==> src/rtl/clause_db_scanner.sv <==
// Clause-DB scanner: reads one variable's clause-occupancy row and streams the
// indices of its set bits, lowest first. Optional SCAN_CNT_EN adds occ_cnt.
module clause_db_scanner #(
  parameter int CLAUSE_NUM = 7,
  parameter int CLAUSE_LOG = 3,
  parameter int VAR_NUM    = 7,
  parameter int VAR_LOG    = 3
) (
  input  logic                  clk,
  input  logic                  rst,
  input  logic                  flush,
  input  logic                  req_valid,
  output logic                  req_ready,
  input  logic [VAR_LOG-1:0]    req_var,
  output logic                  db_en,
  output logic                  db_write,
  output logic [VAR_LOG-1:0]    db_addr,
  input  logic [CLAUSE_NUM-1:0] db_rdata,
  output logic                  cl_valid,
  input  logic                  cl_ready,
  output logic [CLAUSE_LOG-1:0] cl_idx,
  output logic                  cl_last,
  output logic                  done,
  output logic                  empty
`ifdef SCAN_CNT_EN
  ,
  output logic [CLAUSE_LOG:0]   occ_cnt
`endif
);

  typedef enum logic [2:0] {
    S_IDLE = 3'd0,
    S_RD   = 3'd1,
    S_CAP  = 3'd2,
    S_SCAN = 3'd3,
    S_FIN  = 3'd4
  } state_t;

  localparam logic [VAR_LOG:0] LP_VAR_NUM = (VAR_LOG+1)'(VAR_NUM);

  state_t                r_state;
  logic [CLAUSE_NUM-1:0] r_mask;
  logic [VAR_LOG-1:0]    r_var;
  logic                  r_oob;
  logic                  w_oob;
  logic [CLAUSE_NUM-1:0] w_cap;
  logic [CLAUSE_NUM-1:0] w_next;

  function automatic logic [CLAUSE_LOG-1:0] f_lowest(input logic [CLAUSE_NUM-1:0] m);
    f_lowest = '0;
    for (int i = CLAUSE_NUM-1; i >= 0; i--)
      if (m[i]) f_lowest = i[CLAUSE_LOG-1:0];
  endfunction

  function automatic logic f_one_hot(input logic [CLAUSE_NUM-1:0] m);
    f_one_hot = (m != '0) && ((m & (m - 1'b1)) == '0);
  endfunction

  assign w_oob    = ({1'b0, req_var} >= LP_VAR_NUM);
  // Rows that do not exist are never read; they scan as an empty mask.
  assign w_cap    = r_oob ? '0 : db_rdata;
  assign w_next   = r_mask & (r_mask - 1'b1);
  assign db_write = 1'b0;
  assign db_addr  = r_var;

  always_ff @(posedge clk or posedge rst) begin
    if (rst) begin
      r_state   <= S_IDLE;
      r_mask    <= '0;
      r_var     <= '0;
      r_oob     <= 1'b0;
      req_ready <= 1'b1;
      db_en     <= 1'b0;
      cl_valid  <= 1'b0;
      cl_idx    <= '0;
      cl_last   <= 1'b0;
      done      <= 1'b0;
      empty     <= 1'b0;
    end else if (flush) begin
      r_state   <= S_IDLE;
      r_mask    <= '0;
      req_ready <= 1'b1;
      db_en     <= 1'b0;
      cl_valid  <= 1'b0;
      cl_last   <= 1'b0;
      done      <= 1'b0;
      empty     <= 1'b0;
    end else begin
      done  <= 1'b0;
      empty <= 1'b0;
      case (r_state)
        S_IDLE: begin
          if (req_valid) begin
            r_var     <= req_var;
            r_oob     <= w_oob;
            req_ready <= 1'b0;
            db_en     <= !w_oob;
            r_state   <= w_oob ? S_CAP : S_RD;
          end
        end
        S_RD: begin
          db_en   <= 1'b0;
          r_state <= S_CAP;
        end
        S_CAP: begin
          r_mask <= w_cap;
          if (w_cap != '0) begin
            cl_valid <= 1'b1;
            cl_idx   <= f_lowest(w_cap);
            cl_last  <= f_one_hot(w_cap);
            r_state  <= S_SCAN;
          end else begin
            done    <= 1'b1;
            empty   <= 1'b1;
            r_state <= S_FIN;
          end
        end
        S_SCAN: begin
          if (cl_valid && cl_ready) begin
            r_mask <= w_next;
            if (cl_last) begin
              cl_valid <= 1'b0;
              cl_last  <= 1'b0;
              done     <= 1'b1;
              r_state  <= S_FIN;
            end else begin
              cl_idx  <= f_lowest(w_next);
              cl_last <= f_one_hot(w_next);
            end
          end
        end
        S_FIN: begin
          req_ready <= 1'b1;
          r_state   <= S_IDLE;
        end
        default: r_state <= S_IDLE;
      endcase
    end
  end

`ifdef SCAN_CNT_EN
  function automatic logic [CLAUSE_LOG:0] f_popcnt(input logic [CLAUSE_NUM-1:0] m);
    f_popcnt = '0;
    for (int i = 0; i < CLAUSE_NUM; i++)
      f_popcnt = f_popcnt + (CLAUSE_LOG+1)'(m[i]);
  endfunction

  // Count is taken from the same mask the scan starts from and held until reloaded.
  always_ff @(posedge clk or posedge rst) begin
    if (rst)
      occ_cnt <= '0;
    else if (!flush && r_state == S_CAP)
      occ_cnt <= f_popcnt(w_cap);
  end
`endif

endmodule
==> config.mk <==
export PLATFORM = sky130hd
export DESIGN_NAME = clause_db_scanner
export DESIGN_NICKNAME = d
export VERILOG_FILES = /design/src/rtl/clause_db_scanner.sv
export SDC_FILE = /design/constraint.sdc
export NUM_CORES = 1
export LEC_CHECK = 0
export CAP_MARGIN = 20
export CORE_ASPECT_RATIO = 1.1
export CORE_MARGIN = 2
export CORE_UTILIZATION = 58
export CTS_BUF_LIST = sky130_fd_sc_hd__clkbuf_8
export CTS_CLUSTER_SIZE = 14
export DETAILED_ROUTE_END_ITERATION = 8
export HOLD_SLACK_MARGIN = 0.1
export PLACE_DENSITY = 0.88
export SLEW_MARGIN = 10
export SYNTH_ARGS = -nofsm -noshare
export SYNTH_HDL_FRONTEND = slang
export SYNTH_SLANG_ARGS = --single-unit
==> constraint.sdc <==
create_clock -name clk -period 3.46 [get_ports clk]
set_input_delay 0.865 -clock clk [delete_from_list [all_inputs] [get_ports clk]]
set_output_delay 0.865 -clock clk [all_outputs]
set_load 0.1 [all_outputs]
* Word level (Yosys, flattened, before mapping) *
Index checks and enable logic that the tools add are counted.

word-level totals
  flip-flop bits (word level) = 23
  output and inout port bits = 13

cells by class
  mux-type cells = 52
  add/sub/neg operators = 3
  reductions and logical operators = 21
  $lt $le $gt $ge = 1
  equal/unequal tests = 11
  bitwise operators = 4

operators with widths
  cell                                                                    number
  3-bit 2-to-1 mux                                                        22
  7-bit AND                                                               3
  7-bit 2-to-1 mux                                                        3
  7-bit by 1-bit subtractor with 7-bit output (second input constant)     3
  1-bit 2-to-1 mux                                                        18
  7-bit logical NOT                                                       2
  7-bit one-hot mux with 2 select lines                                   1
  7-bit nonzero test                                                      2
  3-bit inequality test (second input constant)                           4
  3-bit one-hot mux with 4 select lines                                   1
  1-bit one-hot mux with 2 select lines                                   5
  3-bit AND reduction                                                     3
  3-bit nonzero test                                                      3
  3-bit by 2-bit equality test with 1-bit output (second input constant)  2
  2-bit inequality test (second input constant)                           3
  3-bit one-hot mux with 2 select lines                                   1
  2-bit AND reduction                                                     3
  5-bit AND reduction                                                     1
  4-bit AND reduction                                                     1
  3-bit by 1-bit equality test with 1-bit output (second input constant)  1
  3-bit equality test (second input constant)                             1
  3-bit >= comparator (second input constant)                             1
  1-bit logical AND                                                       3
  3-bit logical NOT                                                       1
  other kinds (4)                                                         4

* Longest topological paths before layout *
  depth after elaboration = 12
  gate-level depth with buffers = 6
  depth with buffers taken out = 5

* Least setup slack after synthesis *
OpenSTA, ideal clock, no wires.

  path kind = input -> register
  start = in db_rdata[2]
  end = reg cl_idx[0]
  setup slack = 1.227 ns
  setup time = 0.126 ns
  data required time = 3.334 ns
  arrival = 2.107 ns
  stages = 5
  path through = nor4_2 -> a21oi_1 -> o21a_1 -> nand2_1 -> mux2_2

between the ends
  cells in the longest elaborated chain, start to end = 6
  elaborated cells between the ends (all ways) = 9

RTL lines
  item                                   RTL line  RTL
  start: declaration                     18        input logic [CLAUSE_NUM-1:0] db_rdata,
  7-bit 2-to-1 mux (*)                   61        assign w_cap = r_oob ? '0 : db_rdata;
  3-bit 2-to-1 mux (3 in a row)          52        if (m[i]) f_lowest = i[CLAUSE_LOG-1:0];
  3-bit 2-to-1 mux                       107       if (w_cap != '0) begin
  3-bit one-hot mux with 2 select lines  91        case (r_state)
  end signal: assignment                 109       cl_idx <= f_lowest(w_cap);
  end signal: assignment                 127       cl_idx <= f_lowest(w_next);
  end: declaration                       21        output logic [CLAUSE_LOG-1:0] cl_idx,

Mark *: on every way between the ends. The rest lies on a longest branch, timed or not. The select of a mux whose other input is x is not followed.
A chain may end at the register's enable or synchronous reset.

* Worst setup path in the final report *
  start = in db_rdata[2]
  end = reg cl_idx[1]

Same word-level chain as after synthesis.

==> impl.org <==
** Worst setup path
- Critical path launch point type :: input port
- Arrival time at the worst endpoint :: 2.93 ns
- The worst register-to-register path begins at r_mask[1]$_DFFE_PP0P_.
- The number of buffers and inverters on the critical path is 1.
- Critical Path, Cell by Cell :: clkdlybuf4s50_1 > nor4_2 > a21oi_1 > o21a_1 > nand2_1 > mux2_2
- Tracing the worst setup path back leads to its startpoint at db_rdata[2].
- Required time worst endpoint :: around 3.6 ns
- Family of cells with the greatest summed delay on the critical path :: simple AND/OR/NAND/NOR gates
- Maximum cell stage delay along the critical path :: 0.53 ns
- Worst-path maximum fanout :: 6
- Critical path class :: in2reg
- Slowest CP cell :: nor4_2
- STA classifies the critical path endpoint as a flop.

** STA
- The worst pin sits at a relative slew slack of 42.4%.
- Setup repair after global routing left no endpoint under its margin.
- Across the routed clock network, the largest skew measured is roughly 0.0040 ns.
- Setup-violating endpoint count in the final report :: 0
- For the final routed database, the setup TNS stands at 0 ns.
- Maximum operating frequency :: roughly 0.36 GHz
- Actual slew at the worst max-slew pin :: 0.863 ns
- The final max-slew violation count was 0.
- In the finished design, the share of the clock period the worst path needs comes to 80.3%.
- The number of hold violations in the final report is 0.
- Post-route minimum period :: approximately 2.8 ns
- Hold is met by roughly 0.5 ns.

** Clock tree
- Clock insertion delay at the later pin of the skew report :: approximately 0.27 ns
- Clock tree synthesis found a total of 23 sinks.
- Post-CTS timing repair inserted 0 buffers for setup.
- Clock-pin slew was measured on the worst setup and hold paths at roughly 0.08 ns.
- Buffer levels on the longest clock path :: 2
- Number of buffers added by the clock tree synthesis step :: 3
- In this run the number of H-tree levels came out at 1.
- TritonCTS built the clock tree.
- Clk root buf :: clkbuf_8
- Post-CTS Resized :: 0
- Hold bufs inserted after CTS :: 0

** Route
- Summing over every cut layer, the via total after detailed routing is 1439.
- In this run the remaining antenna-violating nets after routing total 0.
- In the final routed layout, each cell accounts on average for roughly 17 µm.
- After the first detailed-routing iteration, the DRC count stood at 60.
- Wirelength, routed :: roughly 3700 µm
- Detailed-route DRC error count :: 0
- Dividing the detail-routed via count by the number of cells gives 6.60.
- The first TritonRoute pass finished after 5 iterations.

** Power
- Power density normalized to cell area :: about 560 nW/µm²
- VDD sags by at most 0.000614 V.
- Leakage dissipation :: 0.000760 µW

** Die
- For this configuration, the core starts out at a cell density of 60.3%.
- Horizontal extent of the die :: 52.4 µm
- Chip Height :: about 57 µm
- Number of standard-cell rows in the floorplan :: 19
- The floorplan step defined a core boundary enclosing approximately 2500 µm².
- I/O pins :: 28
- Area of the die :: 2990 µm²

** Placement
- Counting tap cells, the placed design contains a total of roughly 210 instances.
- Input and output buffers added on the ports amount to 26.
- Global placement routability congestion :: roughly 1.0
- In this run the cell area measured after placement is between 1500 and 2000 µm².
- HPWL after DPL :: about 2800 µm

** Run
- Max-cap violations in this run came to 0.

** GRT
- Global-route wire length before repair :: 6130 µm
- For met1 alone, demand over resource in global routing was between 30 and 40%.
- In the global route stage, met2 resource usage came out at a little over two fifths.
- Number of antenna violations at the first check in global routing :: 0
- Via count of the first global-routing pass :: approximately 1400
- Pin count of the biggest net entering global routing :: 24
- Across every metal layer, demand over resource in global routing totals a little over a quarter.
- The layer flagged by global routing as most heavily used is met2.
- Met3 routing resource usage after global routing :: approximately 4%
- After global routing the overflow that remains totals 0.

** Yosys
- The Yosys step of the flow raised 0 warnings.
- For this run, asynchronously set or reset flops after synthesis account for 100%.
- Average instance area after synthesis :: 8.93 µm²
- Netlist area before placement :: 1490 µm²
- Number of flops mapped to enable cells by yosys :: 0
- In the synthesized netlist the dominant register cell turns out to be dfrtp_1.
- Synthesis handed over a netlist of roughly 170 instances.
- #FFs+latches synth :: 23
- Yosys cell types :: between 40 and 50
- After synthesis, flip-flops and latches occupy between 30% and 40% of the total area.
- Counting every net in the synthesized netlist gives roughly 180.

** Layout
- Cells fill 70.6% of the core in the end.
- Share of post-route cells with drive strength above 1 :: between 10% and 20%
- Area growth syn-to-layout :: 17.0%
- 0 antenna diodes ended up in the layout.
- The net count of the finished layout is approximately 200.
- Final instance area :: 1750 µm²
- Once layout is complete, the cells apart from fillers number ~220.

** Hold path
- The worst hold path belongs to the class reg2reg.
- Startpoint of the tightest hold check path :: cl_idx[2]$_DFFE_PP0P_

** Status
- Run status :: finished, final reports clean
cells in the mapped netlist, drive strengths merged, types with 2 or more instances:
cell type | number | area (µm²)
clkbuf | 5 | 18.8
a21oi | 5 | 25.0
nor3b | 2 | 15.0
nand3 | 9 | 45.0
nor2 | 13 | 48.8
inv | 6 | 22.5
nor4 | 2 | 18.8
buf | 5 | 41.3
a32oi | 4 | 35.0
nor2b | 3 | 18.8
a2111oi | 2 | 17.5
maj3 | 3 | 31.3
a22o | 5 | 43.8
o21ai | 13 | 65.1
a21o | 3 | 22.5
o311ai | 3 | 26.3
nand2b | 5 | 31.3
dfrtp | 22 | 551
mux2 | 7 | 78.8
nand3b | 3 | 22.5
a31oi | 2 | 12.5
nor3 | 8 | 40.0
o21bai | 3 | 22.5
nand2 | 14 | 52.6
state kept, by name, summed over array words and instances, names as in the netlist, 3 cells and up:
register,flops
r_state,3
r_mask,7
cl_idx,3
db_addr,3
logic make-up (layout without fill, tap and decap cells):
family | Yosys count | count (layout) | share of synthesized area (%)
AOI/OAI and AO/OA | 52 | 52 | 25.3
xor gates and xnor gates | 1 | 1 | 0.587
adders and majority gates | 3 | 3 | 2.10
buffers and inverters | 16 | 36 | 5.54
DFF | 23 | 23 | 38.7
muxes | 7 | 7 | 5.29
other | 1 | 1 | 0.251
and+or+nand+nor | 64 | 64 | 22.2
power breakdown:
| group | leakage [µW] | internal, µW | total, µW | switching (µW) |
|---|---|---|---|---|
| sequential | 0.000305 | 310 | 361 | 50.8 |
| clock | 0.0000269 | 79.3 | 164 | 85.0 |
| combinational | 0.000428 | 122 | 445 | 323 |
| total | 0.000760 | 511 | 970 | 459 |
layer usage:
layer,routed length (µm),up-vias
li1,-,665
met1,1540,694
met2,1890,73
met3,274,7
met4,53,0
met5,0,-
cell type report:
| type | count | area (µm²) |
|---|---|---|
| fillers | 200 | 727 |
| well taps | 31 | 38.8 |
| clock buffers | 3 | 41.3 |
| clock inverters | 1 | 3.75 |
| repair buffers | 26 | 230 |
| inverters | 6 | 22.5 |
| multi-input cells | 128 | 832 |
| flip-flops and latches | 23 | 577 |
stage by stage:
| step | worst slack (ns) | total power (µW) |
|---|---|---|
| 6_report | 0.683 | 970 |
| 5_1_grt | 0.520 | 1010 |
| 4_1_cts | 0.712 | 972 |
| 3_5_place_dp | 0.470 | 806 |
| 2_1_floorplan | 1.23 | 704 |
| 3_3_place_gp | 0.578 | 798 |
final timing paths:
check                      cells after the start  slack (ns)                endpoint
min reg2reg                                    1        0.51   cl_idx[2]$_DFFE_PP0P_
max reg2reg                                    5        1.45   cl_idx[2]$_DFFE_PP0P_
min in group asynchronous                      2        1.10  db_addr[1]$_DFFE_PP0P_
max in group asynchronous                      2        1.83    cl_valid$_DFFE_PP0P_
min                                            1        0.51   cl_idx[2]$_DFFE_PP0P_
max                                            6        0.68   cl_idx[1]$_DFFE_PP0P_
placed cells by master, fill, tap and decap left out, types with 2 or more instances in the layout:
cell / count
dfrtp_1: 22
a22o_1: 5
a31oi_1: 2
nand2b_1: 5
o311ai_0: 3
nand3_1: 9
clkbuf_8: 3
a2111oi_0: 2
o21ai_0: 13
nand2_1: 14
inv_1: 7
buf_4: 12
a32oi_1: 4
nor3_1: 8
nor2_1: 13
a21o_1: 3
nand3b_1: 3
mux2_2: 7
nor2b_1: 3
maj3_1: 2
clkdlybuf4s50_1: 14
nor3b_1: 2
o21bai_1: 3
a21oi_1: 5
No activity file was read; power rests on OpenSTA's default activity.
